### config.mk
export PLATFORM = sky130hd
export DESIGN_NAME = fetch_queue
export DESIGN_NICKNAME = d
export VERILOG_FILES = /design/src/rtl/fetch_queue_pkg.sv /design/src/rtl/fetch_queue_fifo.sv /design/src/rtl/fetch_queue.sv
export SDC_FILE = /design/constraint.sdc
export NUM_CORES = 1
export LEC_CHECK = 0
export BUFFER_PORTS_ARGS = -buffer_cell sky130_fd_sc_hd__buf_2
export CAP_MARGIN = 40
export CORE_ASPECT_RATIO = 1.1
export CORE_UTILIZATION = 45
export CTS_BUF_LIST = sky130_fd_sc_hd__clkbuf_4 sky130_fd_sc_hd__clkbuf_8
export CTS_CLUSTER_SIZE = 24
export DETAILED_ROUTE_END_ITERATION = 12
export GPL_ROUTABILITY_DRIVEN = 0
export HOLD_SLACK_MARGIN = 0.02
export PLACE_DENSITY_LB_ADDON = 0.25
export SLEW_MARGIN = 20
export SYNTH_ARGS = -nofsm -noshare
export SYNTH_HDL_FRONTEND = slang
export SYNTH_HIERARCHICAL = 1
export SYNTH_SLANG_ARGS = --single-unit
export TNS_END_PERCENT = 20
### constraint.sdc
create_clock -name clk -period 8.7 [get_ports clk]
set_clock_uncertainty 0.1 [all_clocks]
set_input_delay 1.305 -clock clk [delete_from_list [all_inputs] [get_ports clk]]
set_output_delay 1.305 -clock clk [all_outputs]
set_load 0.005 [all_outputs]
### src/rtl/fetch_queue_pkg.sv
// Shared widths and constants for the prefetching fetch unit.
package def_params;
  localparam int ADDR_W_DEF          = 32;
  localparam int INSTR_W_DEF         = 32;
  localparam int EX_W_DEF            = 4;
  localparam int INSTR_STEP          = 4;
  localparam int EX_INSTR_MISALIGNED = 0;

  function automatic logic is_misaligned(input logic [1:0] lsbs);
    return lsbs != 2'b00;
  endfunction
endpackage

### src/rtl/fetch_queue_fifo.sv
// Generic synchronous FIFO; push/pop legality is the caller's responsibility.
// A flush with a concurrent push restarts the FIFO holding just that entry.
module fetch_fifo #(
  parameter int WIDTH = 8,
  parameter int DEPTH = 4
) (
  input  logic                       clk,
  input  logic                       rst_ni,
  input  logic                       push_i,
  input  logic [WIDTH-1:0]           data_i,
  input  logic                       pop_i,
  input  logic                       flush_i,
  output logic [WIDTH-1:0]           data_o,
  output logic                       full_o,
  output logic                       empty_o,
  output logic [$clog2(DEPTH+1)-1:0] count_o
);
  localparam int PTR_W = (DEPTH > 1) ? $clog2(DEPTH) : 1;
  localparam int CNT_W = $clog2(DEPTH + 1);
  localparam logic [PTR_W-1:0] LAST   = PTR_W'(DEPTH - 1);
  localparam logic [CNT_W-1:0] FULL_C = CNT_W'(DEPTH);

  logic [WIDTH-1:0] mem_q [DEPTH];
  logic [PTR_W-1:0] wr_q, wr_d, rd_q, rd_d, wr_addr;
  logic [CNT_W-1:0] cnt_q, cnt_d;

  function automatic logic [PTR_W-1:0] bump(input logic [PTR_W-1:0] p);
    return (p == LAST) ? '0 : p + PTR_W'(1);
  endfunction

  always_comb begin
    // NOTE: every output of this block gets a default first, so no path leaves one unassigned and no latch is inferred.
    wr_d    = wr_q;
    rd_d    = rd_q;
    cnt_d   = cnt_q;
    wr_addr = wr_q;
    if (flush_i) begin
      rd_d    = '0;
      wr_addr = '0;
      wr_d    = push_i ? bump('0) : '0;
      cnt_d   = push_i ? CNT_W'(1) : '0;
    end else begin
      if (push_i) wr_d = bump(wr_q);
      if (pop_i)  rd_d = bump(rd_q);
      cnt_d = cnt_q + CNT_W'(push_i) - CNT_W'(pop_i);
    end
  end

  always_ff @(posedge clk) begin
    // NOTE: non-blocking assignments so every register samples pre-edge values regardless of statement order.
    if (!rst_ni) begin
      wr_q  <= '0;
      rd_q  <= '0;
      cnt_q <= '0;
    end else begin
      wr_q  <= wr_d;
      rd_q  <= rd_d;
      cnt_q <= cnt_d;
    end
  end

  // NOTE: storage has no reset; occupancy is tracked by cnt_q, so stale contents are never observed.
  always_ff @(posedge clk) begin
    if (push_i) mem_q[wr_addr] <= data_i;
  end

  assign data_o  = mem_q[rd_q];
  assign full_o  = (cnt_q == FULL_C);
  assign empty_o = (cnt_q == '0);
  assign count_o = cnt_q;
endmodule

### src/rtl/fetch_queue.sv
// Prefetching instruction-fetch unit: in-order memory requests, a PC tag FIFO
// for in-flight requests, and a queue of fetched instructions presented to decode.
module fetch_queue
  import def_params::*;
#(
  parameter int                ADDR_W          = ADDR_W_DEF,
  parameter int                INSTR_W         = INSTR_W_DEF,
  parameter int                DEPTH           = 4,
  parameter int                MAX_OUTSTANDING = 2,
  parameter logic [ADDR_W-1:0] RESET_PC        = '0,
  parameter int                EX_W            = EX_W_DEF
) (
  input  logic               clk,
  input  logic               reset,
  output logic [ADDR_W-1:0]  mem_rd_addr,
  output logic               mem_rd_enable,
  input  logic               mem_rd_ready,
  input  logic [INSTR_W-1:0] mem_rd_data,
  input  logic               mem_rd_valid,
  output logic [INSTR_W-1:0] instr,
  output logic [ADDR_W-1:0]  PC,
  output logic               pipeline_valid,
  output logic [EX_W-1:0]    exception,
  output logic               exception_valid,
  input  logic               stall,
  input  logic               flush,
  input  logic [ADDR_W-1:0]  flush_addr
);
  localparam int QW     = INSTR_W + ADDR_W + EX_W + 1;
  localparam int QCNT_W = $clog2(DEPTH + 1);
  localparam int OCNT_W = $clog2(MAX_OUTSTANDING + 1);
  localparam int SUM_W  = QCNT_W + 1;
  localparam logic [SUM_W-1:0]  DEPTH_C         = SUM_W'(DEPTH);
  localparam logic [ADDR_W-1:0] STEP_C          = ADDR_W'(INSTR_STEP);
  localparam logic [EX_W-1:0]   EX_MISALIGNED_C = EX_W'(EX_INSTR_MISALIGNED);

  logic [ADDR_W-1:0] fetch_pc_q, fetch_pc_d;
  logic [OCNT_W-1:0] drop_q, drop_d;
  logic              halted_q, halted_d;

  logic              q_push, q_pop, q_full, q_empty;
  logic [QW-1:0]     q_din, q_dout;
  logic [QCNT_W-1:0] q_count;
  logic              tag_full, tag_empty;
  logic [ADDR_W-1:0] tag_pc;
  logic [OCNT_W-1:0] outstanding;
  logic              accept, rsp, misaligned;
  logic [SUM_W-1:0]  in_use;

  // Credit: queued entries plus in-flight requests never exceed the queue size.
  assign in_use        = SUM_W'(q_count) + SUM_W'(outstanding);
  assign mem_rd_enable = reset && !halted_q && !flush && !tag_full && (in_use < DEPTH_C);
  assign mem_rd_addr   = fetch_pc_q;
  assign accept        = mem_rd_enable && mem_rd_ready;
  assign rsp           = mem_rd_valid && !tag_empty;
  assign misaligned    = flush && is_misaligned(flush_addr[1:0]);

  assign q_pop  = !q_empty && !stall && !flush;
  assign q_push = flush ? misaligned : (rsp && (drop_q == '0) && (!q_full || q_pop));
  assign q_din  = flush ? {{INSTR_W{1'b0}}, flush_addr, EX_MISALIGNED_C, 1'b1}
                        : {mem_rd_data, tag_pc, {EX_W{1'b0}}, 1'b0};

  assign pipeline_valid = !q_empty;
  assign {instr, PC, exception, exception_valid} = pipeline_valid ? q_dout : '0;

  fetch_fifo #(.WIDTH(QW), .DEPTH(DEPTH)) u_instr_q (
    .clk     (clk),
    .rst_ni  (reset),
    .push_i  (q_push),
    .data_i  (q_din),
    .pop_i   (q_pop),
    .flush_i (flush),
    .data_o  (q_dout),
    .full_o  (q_full),
    .empty_o (q_empty),
    .count_o (q_count)
  );

  // Tags survive a flush: stale responses still return and must pop their PC.
  fetch_fifo #(.WIDTH(ADDR_W), .DEPTH(MAX_OUTSTANDING)) u_tag_q (
    .clk     (clk),
    .rst_ni  (reset),
    .push_i  (accept),
    .data_i  (fetch_pc_q),
    .pop_i   (rsp),
    .flush_i (1'b0),
    .data_o  (tag_pc),
    .full_o  (tag_full),
    .empty_o (tag_empty),
    .count_o (outstanding)
  );

  always_comb begin
    fetch_pc_d = fetch_pc_q;
    drop_d     = drop_q;
    halted_d   = halted_q;
    if (flush) begin
      fetch_pc_d = flush_addr;
      drop_d     = outstanding - OCNT_W'(rsp);
      halted_d   = misaligned;
    end else begin
      if (accept) fetch_pc_d = fetch_pc_q + STEP_C;
      if (rsp && (drop_q != '0)) drop_d = drop_q - OCNT_W'(1);
    end
  end

  always_ff @(posedge clk) begin
    if (!reset) begin
      fetch_pc_q <= RESET_PC;
      drop_q     <= '0;
      halted_q   <= 1'b0;
    end else begin
      fetch_pc_q <= fetch_pc_d;
      drop_q     <= drop_d;
      halted_q   <= halted_d;
    end
  end
endmodule

==> impl_metrics.prom, run 1 <==
# TYPE chip_impl_metric gauge
chip_impl_metric{name="r2r_cells",unit=""} 8
chip_impl_info{name="element_type_at_the_critical_path_start",value="flip-flop"} 1
chip_impl_metric{name="clock_buffer_count_from_cts",unit=""} 60
chip_impl_metric{name="drv.max_cap_violation_count",unit=""} 0
chip_impl_metric{name="clock_slew_seen_by_the_registers_of_the_worst_setup_and_hold_paths",unit="ns"} 0.06
chip_impl_info{name="cts.root.buffer_cell",value="sky130_fd_sc_hd__clkbuf_8"} 1
chip_impl_metric{name="final-seq-area",unit="um^2"} 11200
chip_impl_info{name="r2r_start",value="u_instr_q/count_o[2]"} 1
chip_impl_metric{name="relSlewSlack",unit="%"} 46.8
chip_impl_metric{name="min_period",unit="ns"} 4.59
chip_impl_metric{name="multiInputGateArea",unit="um^2"} 4730
chip_impl_metric{name="die_y",unit="um"} 201
chip_impl_metric{name="gr-usage-met2",unit="%"} 31.7
chip_impl_metric{name="wire_length_of_the_first_global_routing_pass",unit="um"} 53100
chip_impl_metric{name="use_met3",unit="%"} 3.33
chip_impl_metric{name="postSynth.asyncResetShare",unit="%"} 0
chip_impl_metric{name="vdd.ir_drop.worst",unit="mV"} 0.112
chip_impl_metric{name="worstPathRequired",unit="ns"} 7.30
chip_impl_metric{name="vias_in_the_first_global_route",unit=""} 9088
chip_impl_metric{name="port-buffer-count",unit=""} 172
chip_impl_metric{name="postRouteWirelength",unit="um"} 34900
chip_impl_metric{name="timing_worst_slew_pin_value",unit="ns"} 0.797
chip_impl_metric{name="worst-path-max-fanout",unit=""} 36
chip_impl_metric{name="detailedRoute.firstIterationViolations",unit=""} 636
chip_impl_info{name="worst_min_delay_path_category",value="flip-flop to flip-flop"} 1
chip_impl_metric{name="power.total",unit="mW"} 3.90
chip_impl_info{name="critical_path.reg2reg.endpoint",value="u_instr_q/mem_q[2][10]"} 1
chip_impl_info{name="cp_slowest_cell",value="sky130_fd_sc_hd__dfxtp_4"} 1
chip_impl_metric{name="largest_net_degree_at_the_start_of_global_routing",unit=""} 72
chip_impl_metric{name="drt-pass1-iter-count",unit=""} 4
chip_impl_metric{name="regToRegSetupSlack",unit="ns"} 4.46
chip_impl_metric{name="die_w",unit="um"} 183
chip_impl_info{name="cts_tree",value="built"} 1
chip_impl_metric{name="rows",unit=""} 72
chip_impl_metric{name="report.final.slew_viol_count",unit=""} 0
chip_impl_metric{name="nets",unit=""} 1259
chip_impl_metric{name="grt_use_met1",unit="%"} 25.9
chip_impl_metric{name="finalCoreUtilization",unit="%"} 53.5
chip_impl_metric{name="finalSetupTns",unit="ns"} 0
chip_impl_metric{name="fillers",unit=""} 2956
chip_impl_metric{name="finalSetupViolations",unit=""} 0
chip_impl_metric{name="drt.antenna.violating_nets",unit=""} 0
chip_impl_metric{name="p_per_area",unit="nW/um^2"} 206
chip_impl_metric{name="ys_seq_area_share",unit="%"} 68.9
chip_impl_info{name="min_from",value="mem_rd_addr[0]"} 1
chip_impl_metric{name="finalHoldViolCount",unit=""} 0
chip_impl_metric{name="cts_setup_buffers",unit=""} 0
chip_impl_metric{name="syn_inst",unit=""} 957
chip_impl_info{name="rsz0062_at_grt",value="no"} 1
chip_impl_metric{name="die_area",unit="um^2"} 36800
chip_impl_metric{name="timing.critical_path.arrival",unit="ns"} 3.18
chip_impl_info{name="crit_path_cell_trace",value="buf_4, mux4_2, nor2b_1, buf_2"} 1
chip_impl_metric{name="cts.path.max_buffers",unit=""} 3
chip_impl_metric{name="initial_utilization",unit="%"} 46.0
chip_impl_metric{name="clock_sinks",unit=""} 389
chip_impl_metric{name="track_usage",unit="%"} 19.0
chip_impl_metric{name="clkLatencyLatePin",unit="ns"} 0.60
chip_impl_metric{name="ratio_of_cells_with_drive_above_1_in_the_final_layout",unit="%"} 35.5
chip_impl_metric{name="h-tree-depth",unit=""} 2
chip_impl_metric{name="synthDistinctLibCells",unit=""} 57
chip_impl_info{name="criticalPathCategory",value="flip-flop to primary output"} 1
chip_impl_metric{name="viasPerCell",unit=""} 5.29
chip_impl_metric{name="average_size_of_a_mapped_cell",unit="um^2"} 17.0
chip_impl_info{name="run_status",value="finished clean"} 1
chip_impl_info{name="endpoint_kind",value="primary output"} 1
chip_impl_metric{name="core-area",unit="um^2"} 35300
chip_impl_metric{name="number_of_antenna_violations_at_the_first_check_in_global_routing",unit=""} 1
chip_impl_metric{name="cts_resized",unit=""} 0
chip_impl_metric{name="place_hpwl",unit="um"} 22100
chip_impl_metric{name="route.vias.total",unit=""} 9052
chip_impl_metric{name="worst_path_largest_cell_delay",unit="ns"} 0.86
chip_impl_metric{name="syn_area",unit="um^2"} 16200
chip_impl_metric{name="drcViolationCount",unit=""} 0
chip_impl_metric{name="post_drt_wl_per_cell",unit="um"} 20.4
chip_impl_metric{name="synth-seq-cells",unit=""} 389
chip_impl_metric{name="achievable-frequency",unit="GHz"} 0.218
chip_impl_metric{name="design.portCount",unit=""} 173
chip_impl_info{name="yosys_most_used_dff",value="sky130_fd_sc_hd__edfxtp_1"} 1
chip_impl_info{name="gr-max-usage-layer",value="met2"} 1
chip_impl_metric{name="cts-hold-fix-buffers",unit=""} 0
chip_impl_metric{name="hold-path-cell-count",unit=""} 2
chip_impl_metric{name="synth_warnings",unit=""} 6
chip_impl_metric{name="area_grow_syn2layout",unit="%"} 16.4
chip_impl_info{name="timing.hold.worst_endpoint",value="mem_rd_addr[0]"} 1
chip_impl_metric{name="power_leakage",unit="nW"} 6.61
chip_impl_metric{name="overflow",unit=""} 0
chip_impl_metric{name="edff_count_synth",unit=""} 340
chip_impl_metric{name="min_period_over_period",unit="%"} 52.8
-- report_power, final --
part	internal [mW]	switching, mW	leakage (nW)
Sequential	2.09	0.0368	3.54
Combinational	0.140	0.167	2.44
Clock	0.784	0.676	0.628
Total	3.02	0.880	6.61
-- cells in the final DEF, fill, tap and decap left out, drive strengths merged, types with 9 or more instances in the layout --
cell and count:
edfxtp 340, buf 190, nor2b 109, clkbuf 93, mux4 69, mux2 59
dfxtp 49, nand2 30, inv 29, nor2 29, o21ai 27, a21oi 24
conb 19, xnor2 17, clkinv 17, nor3 16, nand3 15, nand4 13
ha 9
-- cell usage after synthesis (3+ instances only) --
master / n / share of area, %
sky130_fd_sc_hd__a211oi_1: 5 / 0.23
sky130_fd_sc_hd__a21o_1: 3 / 0.14
sky130_fd_sc_hd__a21oi_1: 24 / 0.74
sky130_fd_sc_hd__a31oi_1: 3 / 0.12
sky130_fd_sc_hd__a41oi_1: 4 / 0.22
sky130_fd_sc_hd__and2_1: 5 / 0.19
sky130_fd_sc_hd__and3_1: 3 / 0.12
sky130_fd_sc_hd__buf_1: 4 / 0.092
sky130_fd_sc_hd__buf_12: 5 / 0.62
sky130_fd_sc_hd__buf_2: 4 / 0.12
sky130_fd_sc_hd__buf_4: 7 / 0.32
sky130_fd_sc_hd__clkbuf_1: 26 / 0.60
sky130_fd_sc_hd__dfxtp_1: 49 / 6.0
sky130_fd_sc_hd__edfxtp_1: 340 / 63
sky130_fd_sc_hd__ha_1: 9 / 0.69
sky130_fd_sc_hd__inv_1: 27 / 0.62
sky130_fd_sc_hd__mux2_2: 29 / 2.0
sky130_fd_sc_hd__mux2_4: 30 / 2.8
sky130_fd_sc_hd__mux2i_1: 3 / 0.18
sky130_fd_sc_hd__mux4_2: 69 / 9.6
sky130_fd_sc_hd__nand2_1: 30 / 0.69
sky130_fd_sc_hd__nand2b_1: 3 / 0.12
sky130_fd_sc_hd__nand3_1: 13 / 0.40
sky130_fd_sc_hd__nand4_1: 12 / 0.46
sky130_fd_sc_hd__nor2_1: 29 / 0.67
sky130_fd_sc_hd__nor2b_1: 109 / 4.2
sky130_fd_sc_hd__nor3_1: 15 / 0.46
sky130_fd_sc_hd__nor4_1: 5 / 0.19
sky130_fd_sc_hd__o211ai_1: 6 / 0.28
sky130_fd_sc_hd__o21ai_0: 27 / 0.83
sky130_fd_sc_hd__or4_1: 5 / 0.23
sky130_fd_sc_hd__xnor2_1: 17 / 0.92
sky130_fd_sc_hd__xor2_1: 5 / 0.27
-- worst max path at each step --
stage	to	slack [ns]	cells past startpoint
final	PC[3]	4.11	4
after global routing	PC[3]	3.87	4
after CTS	PC[3]	3.94	4
after detailed placement	u_instr_q/mem_q[2][45]	3.65	7
after global placement	u_instr_q/mem_q[1][42]	3.53	8
after floorplan	u_instr_q/mem_q[1][0]	2.46	7
-- registers in the layout, indices dropped and copies added, names as in the netlist, named ones only --
name               flops
u_instr_q/mem_q      276
u_tag_q/mem_q         64
mem_rd_addr           32
u_instr_q/count_o      3
drop_q                 2
u_instr_q/rd_q         2
u_instr_q/wr_q         2
u_tag_q/count_o        2
halted_q               1
u_tag_q/rd_q           1
u_tag_q/wr_q           1
-- cell type report --
class	instances	share of cell area (%)
Tap cell	481	3.18
Clock buffer	93	5.68
Sequential cell	389	59.3
Multi-Input combinational cell	510	25.0
Antenna cell	1	0.0132
Clock inverter	19	0.490
Timing Repair Buffer	190	5.80
Inverter	28	0.556
-- cells by family (layout without fill, tap and decap cells) --
| group | Yosys count | count (layout) | share of synthesized area, % |
|---|---|---|---|
| other cells | 1 | 20 | 0.0231 |
| buf+inv | 76 | 330 | 2.54 |
| flops | 389 | 389 | 68.9 |
| compound gates | 83 | 83 | 3.11 |
| simple gates | 245 | 245 | 8.83 |
| xor+xnor | 22 | 22 | 1.19 |
| mux | 131 | 131 | 14.5 |
| fa+ha+maj | 10 | 10 | 0.817 |
-- critical path: cells and delay by family, from the launching register on --
kind / cells / cell delay (ns)
AND/OR/NAND/NOR: 1 / 0.16
multiplexers: 1 / 0.62
buffers and inverters: 2 / 0.87
flip-flops: 1 / 0.86
-- metal layers --
layer | routed length, um | share of wire (%)
met1 | 15100 | 43
met2 | 17200 | 49
met3 | 2070 | 5.9
met4 | 500 | 1.4
met5 | 0 | 0
-- per-stage QoR --
step / hold slack (ns) / std cells / setup WS [ns] / instance area, um^2
final: 0.394 / 1711 / 4.11 / 18900
after global routing: 0.400 / 1710 / 3.87 / 18900
after CTS: 0.389 / 1710 / 3.94 / 18900
after detailed placement: 0.389 / 1598 / 3.65 / 17700
after global placement: 0.382 / 1592 / 3.53 / 17600
after floorplan: 0.371 / 975 / 2.46 / 16300
(Power assumes the default switching activity.)
==> run 2: changes to the inputs <==
==> constraint.sdc (replaced) <==
create_clock -name clk -period 3.9 [get_ports clk]
set_clock_uncertainty 0.1 [all_clocks]
set_input_delay 0.585 -clock clk [delete_from_list [all_inputs] [get_ports clk]]
set_output_delay 0.585 -clock clk [all_outputs]
set_load 0.005 [all_outputs]
==> run 2 against run 1 <==
Net effect: register-to-register slack worse by 3.6 ns; die area stayed put; sequential share of layout area is 0.30 points lower; non-clock buffer count is 6 higher; clock-buffer cell count is 13 lower; setup slack worse by 3.3 ns; first-iteration DRC count is 25% lower; sequential power is 120% higher; via count is 2.2% lower.
==> impl_metrics.prom, run 2 (synthesis gave the netlist of run 1 again) <==
# TYPE chip_impl_metric gauge
chip_impl_info{name="run_status",value="finished clean"} 1
chip_impl_metric{name="route.vias.total",unit=""} 8851
chip_impl_metric{name="min_period_over_period",unit="%"} 80.2
chip_impl_metric{name="area_grow_syn2layout",unit="%"} 17.0
chip_impl_metric{name="port-buffer-count",unit=""} 172
chip_impl_metric{name="postRouteWirelength",unit="um"} 34400
chip_impl_metric{name="finalWorstSetupSlack",unit="ns"} 0.772
chip_impl_metric{name="share_seq_of_total_power",unit="%"} 53.9
chip_impl_metric{name="placement.setup.worst_slack",unit="ns"} 0.660
chip_impl_metric{name="clock_slew_seen_by_the_registers_of_the_worst_setup_and_hold_paths",unit="ns"} 0.06
chip_impl_info{name="cts_tree",value="built"} 1
chip_impl_metric{name="multiInputGateArea",unit="um^2"} 4730
chip_impl_metric{name="ratio_of_cells_with_drive_above_1_in_the_final_layout",unit="%"} 35.8
chip_impl_metric{name="detailedRoute.firstIterationViolations",unit=""} 477
chip_impl_metric{name="die_area",unit="um^2"} 36800
chip_impl_info{name="criticalPathCategory",value="flip-flop to primary output"} 1
chip_impl_info{name="gr-max-usage-layer",value="met2"} 1
chip_impl_metric{name="finalSetupViolations",unit=""} 0
chip_impl_metric{name="clock_buffer_count_from_cts",unit=""} 59
chip_impl_metric{name="worstPathRequired",unit="ns"} 3.21
chip_impl_metric{name="final-seq-area",unit="um^2"} 11200
chip_impl_metric{name="finalCoreUtilization",unit="%"} 53.8
chip_impl_metric{name="fillers",unit=""} 2918
chip_impl_metric{name="power.share.switching",unit="%"} 22.3
chip_impl_info{name="rsz0062_at_grt",value="no"} 1
chip_impl_metric{name="core-area",unit="um^2"} 35300
chip_impl_metric{name="timing.critical_path.arrival",unit="ns"} 2.44
chip_impl_metric{name="achievable-frequency",unit="GHz"} 0.320
chip_impl_metric{name="power.total",unit="mW"} 8.79
chip_impl_metric{name="drv.max_cap_violation_count",unit=""} 0
chip_impl_info{name="cts.root.buffer_cell",value="sky130_fd_sc_hd__clkbuf_8"} 1
chip_impl_metric{name="antenna-diode-count",unit=""} 0
chip_impl_metric{name="power_switching",unit="mW"} 1.96
chip_impl_metric{name="die_w",unit="um"} 183
chip_impl_metric{name="internal_power",unit="mW"} 6.83
chip_impl_info{name="largest-register",value="u_instr_q/mem_q"} 1
chip_impl_info{name="endpoint_kind",value="primary output"} 1
chip_impl_metric{name="cts_setup_buffers",unit=""} 0
chip_impl_metric{name="hold_ws",unit="ns"} 0.176
chip_impl_info{name="top_library_cells_by_usage_in_the_layout_fill_and_taps_aside",value="sky130_fd_sc_hd__edfxtp_1, sky130_fd_sc_hd__buf_2, sky130_fd_sc_hd__nor2b_1, sky130_fd_sc_hd__mux4_2, sky130_fd_sc_hd__clkbuf_8"} 1
chip_impl_metric{name="placed_cell_areas",unit="um^2"} 17800
chip_impl_metric{name="drcViolationCount",unit=""} 0
chip_impl_metric{name="cts-hold-fix-buffers",unit=""} 0
chip_impl_metric{name="h-tree-depth",unit=""} 2
chip_impl_metric{name="p_per_area",unit="nW/um^2"} 463
chip_impl_metric{name="place_hpwl",unit="um"} 22100
chip_impl_metric{name="gr-usage-met2",unit="%"} 31.8
chip_impl_metric{name="rows",unit=""} 72
chip_impl_metric{name="power_frac_clock",unit="%"} 38.3
chip_impl_metric{name="report.final.slew_viol_count",unit=""} 0
chip_impl_metric{name="clock_sinks",unit=""} 389
chip_impl_metric{name="die_y",unit="um"} 201
chip_impl_metric{name="clkLatencyLatePin",unit="ns"} 0.60
chip_impl_metric{name="track_usage",unit="%"} 19.0
chip_impl_info{name="element_type_at_the_critical_path_start",value="flip-flop"} 1
chip_impl_metric{name="largest_register_ffs",unit=""} 276
chip_impl_metric{name="overflow",unit=""} 0
chip_impl_info{name="worst_min_delay_path_category",value="input pin to flip-flop"} 1
chip_impl_metric{name="finalHoldViolCount",unit=""} 0
chip_impl_info{name="r2r_start",value="u_instr_q/count_o[2]"} 1
chip_impl_metric{name="cts.path.max_buffers",unit=""} 3
chip_impl_metric{name="fin_area",unit="um^2"} 19000
chip_impl_metric{name="vias_in_the_first_global_route",unit=""} 9129
chip_impl_metric{name="initial_utilization",unit="%"} 46.0
chip_impl_metric{name="timing_worst_slew_pin_value",unit="ns"} 0.821
chip_impl_metric{name="number_of_antenna_violations_at_the_first_check_in_global_routing",unit=""} 1
chip_impl_metric{name="cts_resized",unit=""} 0
chip_impl_metric{name="post_drt_wl_per_cell",unit="um"} 20.1
chip_impl_metric{name="use_met3",unit="%"} 3.57
chip_impl_metric{name="drt-pass1-iter-count",unit=""} 5
chip_impl_metric{name="pwr-share-comb",unit="%"} 7.8
chip_impl_metric{name="grt_use_met1",unit="%"} 24.9
chip_impl_metric{name="largest_net_degree_at_the_start_of_global_routing",unit=""} 104
chip_impl_metric{name="regToRegSetupSlack",unit="ns"} 0.89
chip_impl_metric{name="worst-path-max-fanout",unit=""} 27
chip_impl_metric{name="nets",unit=""} 1264
chip_impl_metric{name="design.portCount",unit=""} 173
chip_impl_info{name="mostFrequentLayoutCell",value="sky130_fd_sc_hd__edfxtp_1"} 1
chip_impl_metric{name="relSlewSlack",unit="%"} 44.7
chip_impl_metric{name="power_leakage",unit="nW"} 6.64
chip_impl_metric{name="viasPerCell",unit=""} 5.18
chip_impl_metric{name="vdd.ir_drop.worst",unit="mV"} 0.255
chip_impl_info{name="min_from",value="flush_addr[29]"} 1
chip_impl_metric{name="min_period",unit="ns"} 3.13
chip_impl_metric{name="wire_length_of_the_first_global_routing_pass",unit="um"} 52500
chip_impl_metric{name="drt.antenna.violating_nets",unit=""} 0
run 2: changes by cell type in the layout (fill, tap and decap cells not counted), moves of 2 or more:
| cell | before | now |
|---|---|---|
| sky130_fd_sc_hd__buf_4 | 13 | 16 |
| sky130_fd_sc_hd__clkbuf_4 | 33 | 17 |
| sky130_fd_sc_hd__buf_16 | 5 | 0 |
| sky130_fd_sc_hd__buf_12 | 0 | 9 |
| sky130_fd_sc_hd__clkinv_1 | 13 | 8 |
| sky130_fd_sc_hd__clkbuf_8 | 60 | 63 |
| sky130_fd_sc_hd__clkinvlp_4 | 1 | 3 |
| sky130_fd_sc_hd__clkinv_2 | 4 | 11 |
| sky130_fd_sc_hd__bufinv_16 | 0 | 3 |
run 2: power by group through the flow:
stage               clock network (mW)  logic (mW)  registers (mW)
global placement                     0       0.700            4.82
detailed placement                   0       0.705            4.83
finish                            3.36       0.689            4.74
floorplan                            0       0.412            4.80
global route                      3.59       0.765            4.75
CTS                               3.44       0.710            4.74
run 2: area by class of cell:
cell class,instances,area share (%)
clock buffer,80,5.24
clock inverter,25,1.08
inverter,28,0.553
multi-input combinational,510,24.9
sequential,389,59.0
tap,481,3.17
timing repair buffer,196,6.09
run 2: final timing paths:
check	to	depth (start not counted)
setup / recovery	PC[23]	4
hold / removal	mem_rd_addr[29]	3
setup reg to reg	u_instr_q/mem_q[2][32]	8
hold reg to reg	u_tag_q/mem_q[1][1]	0
run 2: metrics by stage:
stage | setup TNS [ns] | std cells
after floorplan | -43.84 | 975
after detailed placement | 0 | 1604
after global routing | 0 | 1709
final | 0 | 1709
after global placement | 0 | 1604
after CTS | 0 | 1709
run 2: per-layer routing:
metal  share of wire (%)  vias up
li1                    -     4131
met2                  50      263
met4                 2.4        0
met5                   0        -
met1                  42     4402
met3                 5.4       55
run 2: worst max-delay path, stage by stage, from the launching register on:
cell and delay (ns):
sky130_fd_sc_hd__dfxtp_4 0.63, sky130_fd_sc_hd__buf_12 0.31, sky130_fd_sc_hd__mux4_2 0.59, sky130_fd_sc_hd__nor2b_1 0.15
sky130_fd_sc_hd__buf_2 0.15
==> run 3: changes to the inputs <==
==> constraint.sdc (replaced) <==
create_clock -name clk -period 3.1 [get_ports clk]
set_clock_uncertainty 0.1 [all_clocks]
set_input_delay 0.465 -clock clk [delete_from_list [all_inputs] [get_ports clk]]
set_output_delay 0.465 -clock clk [all_outputs]
set_load 0.005 [all_outputs]
==> run 3 against run 2 <==
Net effect: register-to-register slack got worse by 0.38 ns; worst hold slack lost 0.10 ns; total power grew 26%; sequential power grew 26%; non-clock buffer count rose by 5; final area is 0.44% higher; critical path depth is the same; flip-flop and latch count unchanged; global-route usage grew 0.23 points; cell count up 0.53%.
==> impl_metrics.prom, run 3 (synthesis gave the netlist of run 1 again) <==
# TYPE chip_impl_metric gauge
chip_impl_metric{name="worst_path_largest_cell_delay",unit="ns"} 0.64
chip_impl_info{name="endpoint_kind",value="primary output"} 1
chip_impl_metric{name="postRouteWirelength",unit="um"} 35100
chip_impl_info{name="run_status",value="finished clean"} 1
chip_impl_metric{name="nets",unit=""} 1270
chip_impl_info{name="rsz0062_at_grt",value="no"} 1
chip_impl_metric{name="regToRegSetupSlack",unit="ns"} 0.51
chip_impl_metric{name="timing.critical_path.arrival",unit="ns"} 2.32
chip_impl_metric{name="drt-pass1-iter-count",unit=""} 5
chip_impl_metric{name="track_usage",unit="%"} 19.2
chip_impl_info{name="critical_path.reg2reg.endpoint",value="u_instr_q/mem_q[2][39]"} 1
chip_impl_metric{name="cp_num_cells",unit=""} 4
chip_impl_metric{name="viasPerCell",unit=""} 5.19
chip_impl_metric{name="largest_register_ffs",unit=""} 276
chip_impl_metric{name="design.portCount",unit=""} 173
chip_impl_metric{name="largest_net_degree_at_the_start_of_global_routing",unit=""} 71
chip_impl_metric{name="ratio_of_cells_with_drive_above_1_in_the_final_layout",unit="%"} 36.0
chip_impl_metric{name="report.final.slew_viol_count",unit=""} 0
chip_impl_metric{name="clock_sinks",unit=""} 389
chip_impl_metric{name="post_drt_wl_per_cell",unit="um"} 20.4
chip_impl_metric{name="worst-path-max-fanout",unit=""} 23
chip_impl_metric{name="detailedRoute.firstIterationViolations",unit=""} 666
chip_impl_metric{name="r2r_cells",unit=""} 7
chip_impl_info{name="crit_end",value="PC[8]"} 1
chip_impl_info{name="element_type_at_the_critical_path_start",value="flip-flop"} 1
chip_impl_metric{name="worstPathRequired",unit="ns"} 2.53
chip_impl_metric{name="p_per_area",unit="nW/um^2"} 582
chip_impl_info{name="crit_path_cell_trace",value="buf_4, mux4_2, nor2b_1, buf_2"} 1
chip_impl_metric{name="finalHoldViolCount",unit=""} 0
chip_impl_metric{name="placedCellCount",unit=""} 1608
chip_impl_metric{name="wire_length_of_the_first_global_routing_pass",unit="um"} 53300
chip_impl_info{name="crit_family",value="multiplexers"} 1
chip_impl_metric{name="rows",unit=""} 72
chip_impl_info{name="largest-register",value="u_instr_q/mem_q"} 1
chip_impl_metric{name="min_period_over_period",unit="%"} 93.0
chip_impl_metric{name="timing_worst_slew_pin_value",unit="ns"} 0.781
chip_impl_metric{name="place_hpwl",unit="um"} 22800
chip_impl_info{name="top_library_cells_by_usage_in_the_layout_fill_and_taps_aside",value="sky130_fd_sc_hd__edfxtp_1, sky130_fd_sc_hd__buf_2, sky130_fd_sc_hd__nor2b_1, sky130_fd_sc_hd__mux4_2, sky130_fd_sc_hd__clkbuf_8"} 1
chip_impl_info{name="r2r_start",value="u_instr_q/count_o[2]"} 1
chip_impl_metric{name="drt.antenna.violating_nets",unit=""} 0
chip_impl_info{name="criticalPathCategory",value="flip-flop to primary output"} 1
chip_impl_metric{name="die_area",unit="um^2"} 36800
chip_impl_metric{name="power_leakage",unit="nW"} 6.69
chip_impl_info{name="cp_slowest_cell",value="sky130_fd_sc_hd__mux4_2"} 1
chip_impl_metric{name="antenna-diode-count",unit=""} 0
chip_impl_metric{name="route.vias.total",unit=""} 8923
chip_impl_metric{name="number_of_antenna_violations_at_the_first_check_in_global_routing",unit=""} 0
chip_impl_info{name="cts_tree",value="built"} 1
chip_impl_metric{name="drcViolationCount",unit=""} 0
chip_impl_metric{name="finalSetupTns",unit="ns"} 0
chip_impl_metric{name="achievable-frequency",unit="GHz"} 0.347
chip_impl_metric{name="vias_in_the_first_global_route",unit=""} 9133
chip_impl_metric{name="overflow",unit=""} 0
chip_impl_metric{name="relSlewSlack",unit="%"} 47.9
chip_impl_metric{name="worstPathBufferInverterCount",unit=""} 2
chip_impl_metric{name="vdd.ir_drop.worst",unit="mV"} 0.311
chip_impl_metric{name="cts_resized",unit=""} 0
chip_impl_metric{name="instances_no_fill",unit=""} 1718
chip_impl_metric{name="die_w",unit="um"} 183
chip_impl_metric{name="h-tree-depth",unit=""} 2
chip_impl_metric{name="clock_slew_seen_by_the_registers_of_the_worst_setup_and_hold_paths",unit="ns"} 0.06
chip_impl_metric{name="cts.path.max_buffers",unit=""} 3
chip_impl_metric{name="clock_buffer_count_from_cts",unit=""} 60
chip_impl_info{name="cts.root.buffer_cell",value="sky130_fd_sc_hd__clkbuf_8"} 1
chip_impl_metric{name="area_grow_syn2layout",unit="%"} 17.5
chip_impl_metric{name="core-area",unit="um^2"} 35300
chip_impl_info{name="mostFrequentLayoutCell",value="sky130_fd_sc_hd__edfxtp_1"} 1
chip_impl_metric{name="port-buffer-count",unit=""} 172
chip_impl_metric{name="die_y",unit="um"} 201
chip_impl_metric{name="clkLatencyLatePin",unit="ns"} 0.59
chip_impl_metric{name="initial_utilization",unit="%"} 46.0
chip_impl_metric{name="finalSetupViolations",unit=""} 0
chip_impl_metric{name="drv.max_cap_violation_count",unit=""} 0
chip_impl_metric{name="min_period",unit="ns"} 2.88
chip_impl_info{name="worst_min_delay_path_category",value="input pin to flip-flop"} 1
-- run 3: metrics by stage --
stage | cell area [um^2] | util [%] | setup slack (ns) | power [mW] | hold slack, ns
after floorplan | 16300 | - | 0.0247 | 6.56 | 0.371
after global placement | 17800 | 50.5 | 0.453 | 6.97 | 0.392
after detailed placement | 17800 | 50.5 | 0.404 | 6.98 | 0.396
after CTS | 19100 | 54.0 | 0.0924 | 11.2 | 0.0348
after global routing | 19100 | 54.0 | 0.0313 | 11.5 | 0.0444
final | 19100 | 54.0 | 0.218 | 11.1 | 0.0766
-- run 3: cell type report --
cell class | instances | area, um^2
clock buffers | 82 | 1020
clock inverters | 27 | 199
fillers | 2958 | 16200
inverters | 28 | 105
multi-input cells | 510 | 4740
flip-flops and latches | 389 | 11200
well taps | 481 | 602
repair buffers | 201 | 1210
-- run 3: worst min-delay path by stage --
stage	startpoint	endpoint	slack, ns	depth (start not counted)
6_report	flush_addr[11]	mem_rd_addr[11]	0.08	3
5_1_grt	flush_addr[14]	mem_rd_addr[14]	0.04	3
4_1_cts	flush_addr[18]	mem_rd_addr[18]	0.03	3
3_5_place_dp	mem_rd_addr[0]	mem_rd_addr[0]	0.40	2
3_3_place_gp	mem_rd_addr[0]	mem_rd_addr[0]	0.39	2
2_1_floorplan	mem_rd_addr[0]	u_tag_q/mem_q[0][0]	0.37	0
-- run 3: what timing repair did --
item,4_1_cts,5_1_grt
buffers inserted,0,0
endpoints found under the hold margin,1,0
hold buffers,1,0
-- run 3: per-layer routing --
metal / global-route usage (%) / wire (um)
met1: 27.5 / 15700
met3: 3.15 / 2250
met2: 30.4 / 16600
met4: 5.21 / 582
met5: 0 / 0
-- run 3: where the power goes --
group          switching, mW  total (mW)  internal (mW)
Sequential            0.0900        5.96           5.87
Clock                   1.87        4.25           2.38
Combinational          0.497       0.896          0.399
-- run 3: worst min-delay path: stages --
cell and delay (ns):
sky130_fd_sc_hd__buf_2 0.11, sky130_fd_sc_hd__nor2_1 0.08, sky130_fd_sc_hd__a211oi_1 0.05
